File: src/rtl/seg7_capture_decoder_if.sv
// seg7_capture_decoder_if
//   Bundles the snooped 7-segment bus and the decoded readback outputs.
//   master : the side driving the display bus and reading decoded results
//   slave  : the capture decoder itself
// Signals
//   seg_n        7            segments, 0 = lit; bit0=a .. bit5=f, bit6=g
//   digit_en     NUM_DIGITS   one-hot digit strobe
//   digits       4*NUM_DIGITS decoded codes, digit i at [4i+3:4i]
//   digit_valid  NUM_DIGITS   digit i holds a committed legal code
//   bad_pattern  1            sticky illegal-pattern flag
//   update       1            one-cycle pulse when a committed digit changed
//   upd_idx      IDX_W        index of the digit changed by the last update
interface seg7_capture_decoder_if #(
  parameter int NUM_DIGITS = 4,
  parameter int IDX_W      = 2
);
  logic [6:0]              seg_n;
  logic [NUM_DIGITS-1:0]   digit_en;
  logic [4*NUM_DIGITS-1:0] digits;
  logic [NUM_DIGITS-1:0]   digit_valid;
  logic                    bad_pattern;
  logic                    update;
  logic [IDX_W-1:0]        upd_idx;

  modport master (
    output seg_n, digit_en,
    input  digits, digit_valid, bad_pattern, update, upd_idx
  );

  modport slave (
    input  seg_n, digit_en,
    output digits, digit_valid, bad_pattern, update, upd_idx
  );
endinterface

File: src/rtl/seg7_capture_decoder.sv
// seg7_capture_decoder
//   Snoops a multiplexed active-low 7-segment bus and recovers the per-digit
//   codes (0-9, 10 = blank, 15 = illegal). A (strobe, segment) pair must be
//   seen unchanged for STABLE_CYCLES samples before it is committed.
// Ports
//   clk    system clock, everything on posedge
//   rst_n  synchronous reset, active-low
//   bus    slave side of seg7_capture_decoder_if (bus in, decoded results out)
module seg7_capture_decoder #(
  parameter int NUM_DIGITS    = 4,
  parameter int STABLE_CYCLES = 4,
  parameter int IDX_W         = 2
) (
  input  logic clk,
  input  logic rst_n,
  seg7_capture_decoder_if.slave bus
);
  localparam int SAMP_W = NUM_DIGITS + 7;
  localparam int CNT_W  = $clog2(STABLE_CYCLES + 1);

  localparam logic [1:0] ST_IDLE   = 2'd0;
  localparam logic [1:0] ST_SETTLE = 2'd1;
  localparam logic [1:0] ST_LOCKED = 2'd2;

  // samp_reg is the registered bus; ref_reg is the sample the FSM saw the
  // previous cycle, so stability is judged purely on registered values.
  logic [SAMP_W-1:0]       samp_reg;
  logic [SAMP_W-1:0]       ref_reg;
  logic [1:0]              state_reg, state_next;
  logic [CNT_W-1:0]        cnt_reg, cnt_next, cnt_run;
  logic                    bad_reg;
  logic                    update_reg, update_next;
  logic [IDX_W-1:0]        upd_idx_reg, upd_idx_next;
  logic                    commit;
  logic [IDX_W-1:0]        sel_idx;
  logic [3:0]              code;
  logic [4*NUM_DIGITS-1:0] digits_all;
  logic [NUM_DIGITS-1:0]   valid_all;

  logic [NUM_DIGITS-1:0]   samp_en;
  logic [6:0]              samp_seg;
  logic                    samp_onehot;

  assign samp_en     = samp_reg[SAMP_W-1:7];
  assign samp_seg    = samp_reg[6:0];
  assign samp_onehot = (samp_en != '0) && ((samp_en & (samp_en - 1'b1)) == '0);

  function automatic logic [3:0] decode7(input logic [6:0] lit);
    case (lit)
      7'b0111111: decode7 = 4'd0;
      7'b0000110: decode7 = 4'd1;
      7'b1011011: decode7 = 4'd2;
      7'b1001111: decode7 = 4'd3;
      7'b1100110: decode7 = 4'd4;
      7'b1101101: decode7 = 4'd5;
      7'b1111101: decode7 = 4'd6;
      7'b0000111: decode7 = 4'd7;
      7'b1111111: decode7 = 4'd8;
      7'b1101111: decode7 = 4'd9;
      7'b0000000: decode7 = 4'd10;
      default:    decode7 = 4'd15;
    endcase
  endfunction

  assign code = decode7(~samp_seg);

  always_comb begin
    sel_idx = '0;
    for (int i = 0; i < NUM_DIGITS; i++) begin
      if (samp_en[i]) sel_idx = IDX_W'(i);
    end
  end

  // Stability FSM
  always_comb begin
    state_next = state_reg;
    cnt_next   = cnt_reg;
    cnt_run    = CNT_W'(1);
    commit     = 1'b0;
    if (!samp_onehot) begin
      state_next = ST_IDLE;
      cnt_next   = '0;
    end else if (state_reg == ST_LOCKED && samp_reg == ref_reg) begin
      state_next = ST_LOCKED;
    end else begin
      // A run continues only while settling on an identical sample; entering
      // from IDLE or after any change restarts the run at 1.
      if (state_reg == ST_SETTLE && samp_reg == ref_reg)
        cnt_run = cnt_reg + CNT_W'(1);
      if (cnt_run >= CNT_W'(STABLE_CYCLES)) begin
        commit     = 1'b1;
        state_next = ST_LOCKED;
        cnt_next   = CNT_W'(STABLE_CYCLES);
      end else begin
        state_next = ST_SETTLE;
        cnt_next   = cnt_run;
      end
    end
  end

  // Update fires only when the committed value differs from what is stored.
  always_comb begin
    update_next  = 1'b0;
    upd_idx_next = upd_idx_reg;
    if (commit &&
        ((digits_all[{sel_idx, 2'b00} +: 4] != code) ||
         (valid_all[sel_idx] != (code != 4'd15)))) begin
      update_next  = 1'b1;
      upd_idx_next = sel_idx;
    end
  end

  always_ff @(posedge clk) begin
    if (!rst_n) begin
      samp_reg    <= '0;
      ref_reg     <= '0;
      state_reg   <= ST_IDLE;
      cnt_reg     <= '0;
      bad_reg     <= 1'b0;
      update_reg  <= 1'b0;
      upd_idx_reg <= '0;
    end else begin
      samp_reg    <= {bus.digit_en, bus.seg_n};
      ref_reg     <= samp_reg;
      state_reg   <= state_next;
      cnt_reg     <= cnt_next;
      update_reg  <= update_next;
      upd_idx_reg <= upd_idx_next;
      if (commit && code == 4'd15) bad_reg <= 1'b1;
    end
  end

  // Per-digit storage; a commit touches only the strobed digit.
  genvar gi;
  generate
    for (gi = 0; gi < NUM_DIGITS; gi++) begin : g_digit
      logic [3:0] code_reg;
      logic       valid_reg;
      always_ff @(posedge clk) begin
        if (!rst_n) begin
          code_reg  <= 4'd10;
          valid_reg <= 1'b0;
        end else if (commit && sel_idx == IDX_W'(gi)) begin
          code_reg  <= code;
          valid_reg <= (code != 4'd15);
        end
      end
      assign digits_all[4*gi +: 4] = code_reg;
      assign valid_all[gi]         = valid_reg;
    end
  endgenerate

  assign bus.digits      = digits_all;
  assign bus.digit_valid = valid_all;
  assign bus.bad_pattern = bad_reg;
  assign bus.update      = update_reg;
  assign bus.upd_idx     = upd_idx_reg;
endmodule

File: src/flat_wrapper.sv
// flat-port wrapper written by rule: the top's interface ports become plain ports
module seg7_capture_decoder_flat 
#(
  parameter int NUM_DIGITS    = 4,
  parameter int STABLE_CYCLES = 4,
  parameter int IDX_W         = 2
)
  (clk, rst_n, bus_seg_n, bus_digit_en, bus_digits, bus_digit_valid, bus_bad_pattern, bus_update, bus_upd_idx);
  seg7_capture_decoder_if #(.NUM_DIGITS(NUM_DIGITS), .IDX_W(IDX_W)) bus_i ();
  input  logic clk;
  input  logic rst_n;
  input wire logic [$bits(bus_i.seg_n)-1:0] bus_seg_n;
  input wire logic [$bits(bus_i.digit_en)-1:0] bus_digit_en;
  output wire logic [$bits(bus_i.digits)-1:0] bus_digits;
  output wire logic [$bits(bus_i.digit_valid)-1:0] bus_digit_valid;
  output wire logic [$bits(bus_i.bad_pattern)-1:0] bus_bad_pattern;
  output wire logic [$bits(bus_i.update)-1:0] bus_update;
  output wire logic [$bits(bus_i.upd_idx)-1:0] bus_upd_idx;
  assign bus_i.seg_n = bus_seg_n;
  assign bus_i.digit_en = bus_digit_en;
  assign bus_digits = bus_i.digits;
  assign bus_digit_valid = bus_i.digit_valid;
  assign bus_bad_pattern = bus_i.bad_pattern;
  assign bus_update = bus_i.update;
  assign bus_upd_idx = bus_i.upd_idx;
  seg7_capture_decoder #(.NUM_DIGITS(NUM_DIGITS), .STABLE_CYCLES(STABLE_CYCLES), .IDX_W(IDX_W)) u_core (.clk(clk), .rst_n(rst_n), .bus(bus_i));
endmodule
File: config.mk
export PLATFORM = sky130hd
export DESIGN_NAME = seg7_capture_decoder_flat
export DESIGN_NICKNAME = d
export VERILOG_FILES = /design/src/rtl/seg7_capture_decoder_if.sv /design/src/rtl/seg7_capture_decoder.sv /design/src/flat_wrapper.sv
export SDC_FILE = /design/constraint.sdc
export NUM_CORES = 1
export LEC_CHECK = 0
export BUFFER_PORTS_ARGS = -buffer_cell sky130_fd_sc_hd__buf_2
export CAP_MARGIN = 10
export CORE_ASPECT_RATIO = 1.25
export CORE_MARGIN = 5
export CORE_UTILIZATION = 25
export CTS_BUF_LIST = sky130_fd_sc_hd__clkbuf_2 sky130_fd_sc_hd__clkbuf_4 sky130_fd_sc_hd__clkbuf_8
export DETAILED_ROUTE_END_ITERATION = 12
export PLACE_DENSITY_LB_ADDON = 0.08
export SLEW_MARGIN = 5
export SYNTH_ARGS = -nofsm -noshare
export SYNTH_HDL_FRONTEND = slang
export SYNTH_SLANG_ARGS = --single-unit
export TNS_END_PERCENT = 1
File: constraint.sdc
create_clock -name clk -period 3.1 [get_ports clk]
set_clock_uncertainty 0.1 [all_clocks]
set_input_delay 0.62 -clock clk [delete_from_list [all_inputs] [get_ports clk]]
set_output_delay 0.62 -clock clk [all_outputs]
set_load 0.005 [all_outputs]
==> results.sh <==
export IMPL_post_cts_repair_setup_buffers=0
export IMPL_clock_tree_from_tritoncts="yes"
export IMPL_grt_setup_unrepaired="false"
export IMPL_post_synth_fa_ha_maj_area_fraction_pct=0.510
export IMPL_post_synthesis_area_per_instance_um2=9.18
export IMPL_ant_nets=0
export IMPL_total_of_cells_resized_after_clock_tree_synthesis=0
export IMPL_rows=40
export IMPL_gpl_final_weighted_congestion=0.683
export IMPL_synth_sequential_area_ratio_pct=41.7
export IMPL_drt_first_iter_violations=63
export IMPL_finalWorstPathRequiredPeriod_ns=2.67
export IMPL_max_slew_worst_pin_slew_ns=0.655
export IMPL_dpl_cell_count=420
export IMPL_layout_drive_gt1_share_pct=23.5
export IMPL_post_detailed_route_drc_marker_count=0
export IMPL_synthDominantCellAreaShare_pct=41.7
export IMPL_drt_total_wl_um=6360
export IMPL_die_height_um=121
export IMPL_hold_viol_final=0
export IMPL_final_fill_count=1041
export IMPL_cts_clk_slew_worst_paths_ns=0.09
export IMPL_worstSetupStartpointType="register"
export IMPL_syn_area_mm2=0.00245
export IMPL_synth_top_area_cell="sky130_fd_sc_hd__dfxtp_1"
export IMPL_synth_top_family_by_area="simple AND/OR/NAND/NOR gates"
export IMPL_critical_path_arrival_ns=2.80
export IMPL_top_count_cell_post_synth="sky130_fd_sc_hd__dfxtp_1"
export IMPL_power_internal_mw=0.894
export IMPL_syn_num_nets=281
export IMPL_achievable_frequency_ghz=0.375
export IMPL_cts_hold_buf=0
export IMPL_via_count_of_the_first_global_routing_pass=1922
export IMPL_period_share_pct=86.0
export IMPL_criticalPathCategory="register to register"
export IMPL_fin_util_pct=29.6
export IMPL_worstPathMaxFanout=11
export IMPL_cp_end_kind="register"
export IMPL_clock_latency_ns=0.31
export IMPL_floorplan_io_pins=37
export IMPL_cts_inserted_buffers=5
export IMPL_viasPerCell=4.42
export IMPL_cts_htree_levels=2
export IMPL_power_leakage_nw=1.11
export IMPL_final_setup_tns_ns=0
export IMPL_share_clk_of_total_power_pct=32.3
export IMPL_globalRouteTotalUtil_pct=11.2
export IMPL_ctsRootBufferMaster="sky130_fd_sc_hd__clkbuf_8"
export IMPL_power_frac_comb_pct=10.6
export IMPL_starting_density_pct=25.5
export IMPL_maxSlewHeadroom_pct=56.1
export IMPL_finalSetupViolCount=0
export IMPL_post_layout_total_power_mw=1.22
export IMPL_synth_compound_gate_area_share_pct=12.7
export IMPL_antennaDiodeCount=0
export IMPL_ctsLongestPathBuffers=2
export IMPL_drt_wirelength_per_cell_um=14.9
export IMPL_edff_count_synth=0
export IMPL_dieArea_mm2=0.0119
export IMPL_min_delay_path_class="register to register"
export IMPL_peakVddDrop_uv=136
export IMPL_power_switching_share_pct=26.5
export IMPL_port_buffer_count=36
export IMPL_final_net_count=315
export IMPL_synthSimpleGateAreaFrac_pct=24.3
export IMPL_library_cells_used_by_synthesis=56
export IMPL_yosys_area_share_xor_xnor_pct=5.00
export IMPL_first_pass_iters=4
export IMPL_core_mm2=0.00961
export IMPL_hpwlAfterDp_um=4720
export IMPL_sequentialPowerShare_pct=57.1
export IMPL_grt_antenna_before_repair=0
export IMPL_ys_seq_elements=51
export IMPL_die_w_um=98.6
export IMPL_cts_sink_count=51
export IMPL_post_synth_inst_count=267
export IMPL_finalMaxSlewViolations=0
export IMPL_power_net_switching_mw=0.323
export IMPL_fin_cells=428
export IMPL_largest_register_ffs=16
export IMPL_postSynth_asyncResetShare_pct=0
export IMPL_power_density_mw_per_mm2=428
export IMPL_synth_area_top_cells="sky130_fd_sc_hd__dfxtp_1 (42%), sky130_fd_sc_hd__mux2i_1 (9.0%), sky130_fd_sc_hd__and2_1 (4.3%)"
export IMPL_synth_commonest_cells="sky130_fd_sc_hd__dfxtp_1 (51), sky130_fd_sc_hd__nor2_1 (24), sky130_fd_sc_hd__mux2i_1 (22)"
export IMPL_run_status="completed"
export IMPL_grt_overflow=0
export IMPL_grt_start_max_net_pins=32
export IMPL_cp_data_required_time_ns=3.24
export IMPL_grt_pass1_wl_um=10400
export IMPL_synth_area_mux_share_pct=9.44
export IMPL_synthesis_yosys_warnings=0
export IMPL_area_growth_pct=16.0
export IMPL_dominantRegCellSynth="sky130_fd_sc_hd__dfxtp_1"
export IMPL_route_vias_total=1892
export IMPL_cap_viol_max_count=0
## critical path, cell delays in order, from the launching register on
cell,delay [ns]
sky130_fd_sc_hd__dfxtp_1,0.44
sky130_fd_sc_hd__or3_4,0.44
sky130_fd_sc_hd__o32a_1,0.30
sky130_fd_sc_hd__a2bb2oi_2,0.23
sky130_fd_sc_hd__a222oi_1,0.37
sky130_fd_sc_hd__o211ai_1,0.22
sky130_fd_sc_hd__or3_1,0.40
sky130_fd_sc_hd__o211ai_1,0.09
## stage by stage
stage / worst slack (ns) / hold slack, ns / area (µm²)
after floorplan: 0.730 / 0.345 / 2450
after global placement: 0.498 / 0.359 / 2750
after detailed placement: 0.462 / 0.355 / 2750
after CTS: 0.422 / 0.377 / 2840
after global routing: 0.234 / 0.400 / 2840
final: 0.434 / 0.378 / 2840
## cell type report
cell class,instances,area [µm²],area share (%)
Clock buffer,6,76.3,2.68
Clock inverter,2,12.5,0.440
Inverter,10,37.5,1.32
Multi-Input combinational cell,186,1270,44.9
Sequential cell,51,1020,35.9
Tap cell,126,158,5.55
Timing Repair Buffer,47,263,9.24
## metal layers
layer / track usage, % / wire length (µm)
met2: 17.9 / 2970
met4: 4.61 / 110
met5: 0 / 0
met3: 2.19 / 183
met1: 14.7 / 3100
## power by group through the flow
stage,clock network (mW),registers [mW],logic [mW]
floorplan,0,0.692,0.109
global placement,0,0.710,0.133
global route,0.438,0.698,0.143
detailed placement,0,0.710,0.131
finish,0.393,0.694,0.129
CTS,0.418,0.695,0.132
## cells by family (layout without fill, tap and decap cells)
group | Yosys count | count (layout)
XOR/XNOR | 14 | 14
buffers and inverters | 30 | 65
flip-flops | 51 | 51
multiplexers | 23 | 23
AO/OA/AOI/OAI | 41 | 41
adder cells (fa/ha/maj) | 1 | 1
AND/OR/NAND/NOR | 107 | 107
## layout by cell type, fill, tap and decap left out, types with 3 or more instances in the layout
cell | netlist | final
sky130_fd_sc_hd__a21oi_1 | 8 | 8
sky130_fd_sc_hd__and2_1 | 17 | 17
sky130_fd_sc_hd__buf_2 | 7 | 36
sky130_fd_sc_hd__buf_4 | 5 | 11
sky130_fd_sc_hd__clkbuf_8 | 0 | 5
sky130_fd_sc_hd__dfxtp_1 | 51 | 51
sky130_fd_sc_hd__inv_1 | 9 | 9
sky130_fd_sc_hd__mux2i_1 | 22 | 22
sky130_fd_sc_hd__nand2_1 | 21 | 21
sky130_fd_sc_hd__nand3_1 | 7 | 7
sky130_fd_sc_hd__nand4_1 | 3 | 3
sky130_fd_sc_hd__nor2_1 | 24 | 24
sky130_fd_sc_hd__nor2b_1 | 5 | 5
sky130_fd_sc_hd__nor3_1 | 6 | 6
sky130_fd_sc_hd__nor3b_1 | 6 | 6
sky130_fd_sc_hd__o211ai_1 | 3 | 3
sky130_fd_sc_hd__o21ai_0 | 5 | 5
sky130_fd_sc_hd__o21ai_1 | 3 | 3
sky130_fd_sc_hd__xnor2_1 | 12 | 12
## path summary, 6_finish.rpt
kind,slack [ns],start,cells past startpoint,end
hold / removal,0.38,u_core.bus.bad_pattern,2,u_core.bus.bad_pattern
setup / recovery,0.43,u_core.samp_reg[6],7,u_core.bus.upd_idx[1]
hold reg to reg,0.38,u_core.bus.bad_pattern,2,u_core.bus.bad_pattern
setup reg to reg,0.43,u_core.samp_reg[6],7,u_core.bus.upd_idx[1]
(Power assumes the default switching activity.)
